**src/rtl/caches_pkg.sv**
```systemverilog
// Shared types and constants for the scratchpad tile mover.
// Row geometry is fixed by the arbiter's four-beat scratchpad load burst.
package caches_pkg;

    localparam int unsigned SPTM_ROWS       = 4;
    localparam int unsigned SPTM_ROW_W      = 64;
    localparam int unsigned SPTM_ROW_STRIDE = 8;
    localparam int unsigned SPTM_NUM_MATS   = 4;
    localparam int unsigned SPTM_MAT_W      = $clog2(SPTM_NUM_MATS);
    localparam int unsigned SPTM_TILE_W     = SPTM_ROWS * SPTM_ROW_W;

    typedef enum logic [1:0] {
        SPTM_IDLE  = 2'd0,
        SPTM_LOAD  = 2'd1,
        SPTM_STORE = 2'd2,
        SPTM_DONE  = 2'd3
    } sptm_state_t;

    typedef struct packed {
        logic                   store;
        logic [31:0]            addr;
        logic [SPTM_MAT_W-1:0]  mat;
        logic [SPTM_TILE_W-1:0] tile;
    } sptm_req_t;

    // Row address wraps modulo 2^32 without any flag.
    function automatic logic [31:0] sptm_row_addr(input logic [31:0] base,
                                                  input logic [1:0]  row,
                                                  input int unsigned stride);
        return base + (32'(row) * 32'(stride));
    endfunction

endpackage

```
**src/rtl/scratchpad_tile_mover.sv**
```systemverilog
// Tile DMA between the load/store unit and the arbiter's scratchpad port.
// Optional watchdog abort is enabled by defining SPTM_TIMEOUT_EN.
module scratchpad_tile_mover
    import caches_pkg::*;
#(
    parameter int unsigned ROW_STRIDE = SPTM_ROW_STRIDE
`ifdef SPTM_TIMEOUT_EN
    ,
    parameter int unsigned TIMEOUT_CYC = 1024
`endif
) (
    input  logic                   CLK,
    input  logic                   nRST,
    input  logic                   req_valid,
    output logic                   req_ready,
    input  logic                   req_store,
    input  logic [31:0]            req_addr,
    input  logic [SPTM_MAT_W-1:0]  req_mat,
    input  logic [SPTM_TILE_W-1:0] req_tile,
    output logic                   sLoad,
    output logic                   sStore,
    output logic [31:0]            load_addr,
    output logic [31:0]            store_addr,
    output logic [SPTM_ROW_W-1:0]  store_data,
    input  logic                   sLoad_hit,
    input  logic [2:0]             sLoad_row,
    input  logic [SPTM_ROW_W-1:0]  load_data,
    input  logic                   sStore_hit,
    output logic                   wr_en,
    output logic [SPTM_MAT_W-1:0]  wr_mat,
    output logic [1:0]             wr_row,
    output logic [SPTM_ROW_W-1:0]  wr_data,
    output logic                   done,
    output logic                   done_store,
    output logic                   done_err
);

    sptm_state_t r_state;
    sptm_req_t   r_req;
    logic [1:0]  r_row_cnt;
    logic        r_err;

    logic w_in_load;
    logic w_in_store;
    logic w_last_load;
    logic w_wd_expire;

    assign w_in_load   = (r_state == SPTM_LOAD);
    assign w_in_store  = (r_state == SPTM_STORE);
    assign w_last_load = sLoad_hit && (sLoad_row == 3'd3);

`ifdef SPTM_TIMEOUT_EN
    localparam int unsigned WD_W = $clog2(TIMEOUT_CYC);

    logic [WD_W-1:0] r_wd_cnt;
    logic            w_wd_clear;

    assign w_wd_clear  = (r_state == SPTM_IDLE) ||
                         (w_in_load && sLoad_hit) || (w_in_store && sStore_hit);
    assign w_wd_expire = (r_wd_cnt == WD_W'(TIMEOUT_CYC - 1));

    // Watchdog: counts idle cycles while waiting on the arbiter.
    always_ff @(posedge CLK) begin
        if (!nRST) begin
            r_wd_cnt <= '0;
        end else if (w_wd_clear) begin
            r_wd_cnt <= '0;
        end else if (w_in_load || w_in_store) begin
            r_wd_cnt <= r_wd_cnt + WD_W'(1);
        end else begin
            r_wd_cnt <= r_wd_cnt;
        end
    end
`else
    assign w_wd_expire = 1'b0;
`endif

    // Request latch, row sequencing and op state.
    always_ff @(posedge CLK) begin
        if (!nRST) begin
            r_state   <= SPTM_IDLE;
            r_req     <= '0;
            r_row_cnt <= 2'd0;
            r_err     <= 1'b0;
        end else begin
            case (r_state)
                SPTM_IDLE: begin
                    if (req_valid) begin
                        r_req     <= '{store: req_store, addr: req_addr,
                                       mat: req_mat, tile: req_tile};
                        r_row_cnt <= 2'd0;
                        r_err     <= 1'b0;
                        r_state   <= req_store ? SPTM_STORE : SPTM_LOAD;
                    end else begin
                        r_state   <= SPTM_IDLE;
                    end
                end
                SPTM_LOAD: begin
                    if (w_last_load) begin
                        r_state <= SPTM_DONE;
                    end else if (w_wd_expire) begin
                        r_err   <= 1'b1;
                        r_state <= SPTM_DONE;
                    end else begin
                        r_state <= SPTM_LOAD;
                    end
                end
                SPTM_STORE: begin
                    // The next row is presented right after a hit; no idle gap.
                    if (sStore_hit) begin
                        r_row_cnt <= r_row_cnt + 2'd1;
                        r_state   <= (r_row_cnt == 2'd3) ? SPTM_DONE : SPTM_STORE;
                    end else if (w_wd_expire) begin
                        r_err     <= 1'b1;
                        r_state   <= SPTM_DONE;
                    end else begin
                        r_state   <= SPTM_STORE;
                    end
                end
                SPTM_DONE: begin
                    r_state <= SPTM_IDLE;
                end
                default: begin
                    r_state <= SPTM_IDLE;
                end
            endcase
        end
    end

    assign req_ready = (r_state == SPTM_IDLE);

    // sLoad drops in the final-row hit cycle so the arbiter cannot restart the burst.
    assign sLoad     = w_in_load && !w_last_load;
    assign load_addr = w_in_load ? r_req.addr : 32'd0;

    assign sStore     = w_in_store;
    assign store_addr = w_in_store ? sptm_row_addr(r_req.addr, r_row_cnt, ROW_STRIDE) : 32'd0;
    assign store_data = w_in_store ? r_req.tile[{r_row_cnt, 6'd0} +: SPTM_ROW_W]
                                   : {SPTM_ROW_W{1'b0}};

    assign wr_en   = w_in_load && sLoad_hit;
    assign wr_mat  = wr_en ? r_req.mat : {SPTM_MAT_W{1'b0}};
    assign wr_row  = wr_en ? sLoad_row[1:0] : 2'd0;
    assign wr_data = wr_en ? load_data : {SPTM_ROW_W{1'b0}};

    assign done       = (r_state == SPTM_DONE);
    assign done_store = done && r_req.store;
    assign done_err   = done && r_err;

endmodule

```
**config.mk**
```make
export PLATFORM = sky130hd
export DESIGN_NAME = scratchpad_tile_mover
export DESIGN_NICKNAME = d
export VERILOG_FILES = /design/src/rtl/caches_pkg.sv /design/src/rtl/scratchpad_tile_mover.sv
export SDC_FILE = /design/constraint.sdc
export NUM_CORES = 1
export LEC_CHECK = 0
export CAP_MARGIN = 15
export CELL_PAD_IN_SITES_DETAIL_PLACEMENT = 1
export CELL_PAD_IN_SITES_GLOBAL_PLACEMENT = 1
export CORE_ASPECT_RATIO = 1.2
export CORE_MARGIN = 5
export CORE_UTILIZATION = 32
export CTS_CLUSTER_DIAMETER = 50
export CTS_CLUSTER_SIZE = 14
export DETAILED_ROUTE_END_ITERATION = 8
export HOLD_SLACK_MARGIN = 0.1
export PLACE_DENSITY = 0.86
export SYNTH_ARGS = -nofsm -noshare
export SYNTH_HDL_FRONTEND = slang
export SYNTH_SLANG_ARGS = --single-unit
```
**constraint.sdc**
```tcl
create_clock -name CLK -period 2.4 [get_ports CLK]
set_input_delay 0.24 -clock CLK [delete_from_list [all_inputs] [get_ports CLK]]
set_output_delay 0.24 -clock CLK [all_outputs]
set_load 0.01 [all_outputs]
```
After elaboration in Yosys (flattened, before gate mapping)
Cells that the tools add are included.
{ "totals": {"ff_bits": 295, "in_bits": 363, "out_inout_bits": 203, "elab_cells": 40} }
{ "classes": {"n_mux": 15, "n_addsub": 2, "n_eq_ne": 7, "shifts": 1, "n_reduce_logical": 9} }
{ "op_table": {"columns": ["cell", "n"], "rows": [
  ["256-bit by 9-bit variable part select with 64-bit output", 1],
  ["64-bit 2-to-1 mux", 2],
  ["32-bit 2-to-1 mux", 2],
  ["32-bit by 5-bit adder with 32-bit output", 1],
  ["2-bit 2-to-1 mux", 7],
  ["2-bit one-hot mux with 4 select lines", 1],
  ["2-bit == test, second input constant", 3],
  ["1-bit logical AND", 4],
  ["2-bit != test, second input constant", 2],
  ["2-bit one-hot mux with 2 select lines", 1],
  ["3-bit by 2-bit == test with 1-bit output, second input constant", 1],
  ["3-bit AND reduction", 1],
  ["2-bit by 1-bit adder with 2-bit output, second input constant", 1],
  ["2-bit by 1-bit == test with 1-bit output, second input constant", 1],
  ["2-bit logical NOT", 1],
  ["1-bit 2-to-1 mux", 2],
  ["2-bit AND reduction", 1],
  ["2-bit nonzero test", 1],
  ["1-bit logical NOT", 1]
]} }

Logic depth before layout (Yosys ltp)
{ "depth": {"word_depth": 4, "depth_mapped": 8, "depth_no_buf": 6} }

Worst setup path before layout
No wires, ideal clock.
{ "synth_timing": {"path_type": "reg2out", "start": "register r_row_cnt[0]", "end": "output store_addr[31]", "arrival_ps": 1810, "stages_incl_launch_ff": 7, "slack_ps": 350, "n_path_buf": 0, "required_time_ps": 2160, "cell_sequence": "dfxtp_1 ha_1 fa_1 and4_1 nand2_1 or4_1 mux2i_1"} }
{ "synth_between": {"elab_chain_len": 2} }
{ "synth_lines": {"columns": ["element", "line", "rtl"], "rows": [
  ["start, declared", "scratchpad_tile_mover.sv:40", "logic [1:0] r_row_cnt;"],
  ["start signal, assigned", "scratchpad_tile_mover.sv:111", "r_row_cnt <= r_row_cnt + 2'd1;"],
  ["32-bit by 5-bit adder with 32-bit output", "caches_pkg.sv:30", "return base + (32'(row) * 32'(stride));"],
  ["32-bit 2-to-1 mux", "scratchpad_tile_mover.sv:137", "assign store_addr = w_in_store ? sptm_row_addr(r_req.addr, r_row_cnt, ROW_STRIDE) : 32'd0;"],
  ["end, declared", "scratchpad_tile_mover.sv:23", "output logic [31:0] store_addr,"]
]} }
No other way between the ends.

Worst setup path after layout
{ "layout_timing": {"start": "register r_row_cnt[0]", "end": "output store_addr[21]"} }
The elaborated chain is that of the path after synthesis.

==> impl_metrics.ini <==
[synthesis]
yosysSeqAreaShare_pct = 41.17
post-synth-top-count-cell = nand2_1
yosysWarnings = 0
yosysTopAreaCell = dfxtp_1
synth_top_area_share_pct = 41.17
synth.distinct_cells = 42
async_flop_share_pct = 0
synthCells = 1693
syn_area_sq_um = 14350
synth-edff-count = 0
synth_seq_cells = 295
synth-main-ff-cell = dfxtp_1
synth.area.top_cells = dfxtp_1, nand2_1, a21boi_0
synth_area_per_cell_sq_um = 8.473
syn_nets = 2060
yosys-top-cells-count = nand2_1, dfxtp_1, a21boi_0, and2_1, clkbuf_1

[routing]
wire_per_inst_microns = 23.29
first_iter_violations = 624
vias_per_cell = 5.163
antenna_left = 0
drc_errors = 0
drt_wl_total_microns = 67550
firstDrtPassIters = 5
via_count = 14970

[critical_path]
endpoint_kind = output port
r2r_cells = 7
crit_type = reg -> out
cp_slowest_stage_delay_ns = 0.36
cp-start-kind = register
cp_slowest_cell = dfxtp_4
cp.depth = 9
arrival_ns = 2.55
cp_data_required_time_ns = 2.16
path_buf_inv = 3
cp_max_fo = 3
cp_top_family = simple AND/OR/NAND/NOR gates
cp_cell_sequence = ha_4, fa_2, and4_4, buf_6, nand4_1, buf_4, or3_4, a21oi_2, buf_2

[sta]
fin_crit_sh_pct = 116.3
tightest_slew_ns = 0.5867
hold_viol_final = 0
setup_violations = 78
slew_headroom_pct = 60.89
fin_crit_ns = 2.791
fin_skew_ns = 0.02456
setup_tns_ns = -10.56
slew_viol_final = 0
worst_hold_slack_ns = 0.2347
max_freq_mhz = 358.3
setup_slack_ns = -0.3912
rsz0062_at_grt = yes

[global_routing]
use_met2_pct = 44.95
busiest_layer = met2
gr-usage-met3_pct = 8.488
grt_max_degree = 106
track_usage_pct = 25.77
first_global_vias = 16280
grtUsageMet1_pct = 27.48
grt_overflow_total = 0
antenna_found_initial = 32
grt_pass1_wl_microns = 98750

[cts]
clk_pin_slew_ns = 0.06
cts.sinks = 295
htreeDepth = 2
cts_tree = built
clockRootBuffer = clkbuf_16
cts_made_buffers = 34
worstSkewPairLatency_ns = 0.53
cts_buffer_depth = 3

[placed_design]
place_hpwl_microns = 48330
gp_congestion = 0.9147
dp_slack_ns = -0.3628
placed_area_sq_um = 20860
io_buffers = 564

[pwr]
p_leak_nw = 9.763
peakVddDrop_mv = 0.3811
powerDensity_nw_per_um2 = 562.0

[die]
num_rows = 85
initial_core_util_pct = 32.11
ios = 566
dieWidth_microns = 203.3
core_area_sq_um = 44670
design.die.area_sq_um = 49180
die_y_microns = 241.9

[layout]
postLayoutCellArea_sq_um = 22960
final_nets = 2656
final_util_pct = 51.40
layout-drive-gt1-share_pct = 20.58
area_growth_syn_to_layout_pct = 60.03

[worst_hold_path]
min_path_type = in -> reg
min_path_cells = 2

[run_status]
status = finished with violations
failed_checks = negative setup slack

[run]
cap_viol_max_count = 0
## power by group
part	internal, mW	leakage (nW)	switching (mW)
clock network	2.86	0.514	2.24
registers	5.23	2.43	0.193
logic	1.27	6.82	1.11
total	9.36	9.76	3.54
## worst register-to-register path, stage by stage, from the launching register on
cell      delay (ns)
dfxtp_4         0.37
buf_4           0.16
nor2_1          0.12
and2_4          0.33
buf_12          0.25
buf_12          0.26
nand2_1         0.11
a21boi_0        0.23
## cells in the final DEF, fill, tap and decap left out, drive strengths merged, types with 7 or more instances in the layout
master / n
dlygate4sd2: 66
nand2: 597
clkinv: 9
a21oi: 14
dlymetal6s2s: 24
xor2: 10
clkinvlp: 7
and2: 107
clkbuf: 53
or4: 7
dfxtp: 295
nand4: 10
and3: 72
mux4: 64
clkdlybuf4s50: 368
o21ai: 9
a21boi: 292
nor2: 14
diode: 22
buf: 232
nand3: 11
## area by class of cell
type | count | area, sq um
inverter | 3 | 18.77
multi-input combinational | 1245 | 8170
antenna | 22 | 55.05
clock inverter | 19 | 182.7
tap | 565 | 706.9
clock buffer | 41 | 907.1
fill | 5087 | 21710
timing repair buffer | 710 | 6995
sequential | 295 | 5921
## timing repair
item	in CTS	in global routing
gates cloned	7	0
setup buffers	33	26
resized for setup	510	164
hold buffers	0	0
pin swaps	32	29
endpoints found under the setup margin	195	96
## state kept, by name, summed over array words and instances (netlist names)
register   count
r_req        291
r_row_cnt      2
r_state        2
## stage by stage
step,cells,power [mW]
after floorplan,1693,6.474
after global placement,2752,7.646
after detailed placement,2752,7.742
after CTS,2852,12.97
after global routing,2896,13.48
final,2900,12.90
## per-layer routing
| layer | up-vias | part of all wire (%) |
|---|---|---|
| met5 | - | 0.22 |
| met4 | 20 | 5.9 |
| met3 | 195 | 7.9 |
| met2 | 566 | 49 |
| met1 | 7309 | 37 |
| li1 | 6883 | - |
## final timing paths
path	start	end	slack, ns
min reg2reg	r_req[246]	r_req[246]	0.46
min	nRST	r_req[260]	0.23
max reg2reg	r_state[1]	r_req[142]	0.50
max	r_row_cnt[0]	store_addr[21]	-0.39
## kinds of logic (layout without fill, tap and decap cells)
kind of cell             Yosys count  after routing  synth area share, %
multiplexers                      65             65                10.12
buffers and inverters            153            773                4.727
flip-flops                       295            295                41.17
AO/OA/AOI/OAI                    325            325                16.62
other                              1             23              0.02614
AND/OR/NAND/NOR                  839            839                26.26
adder cells (fa/ha/maj)            4              4               0.4013
XOR/XNOR                          11             11               0.6716
Power figures use the tool's default switching activity.
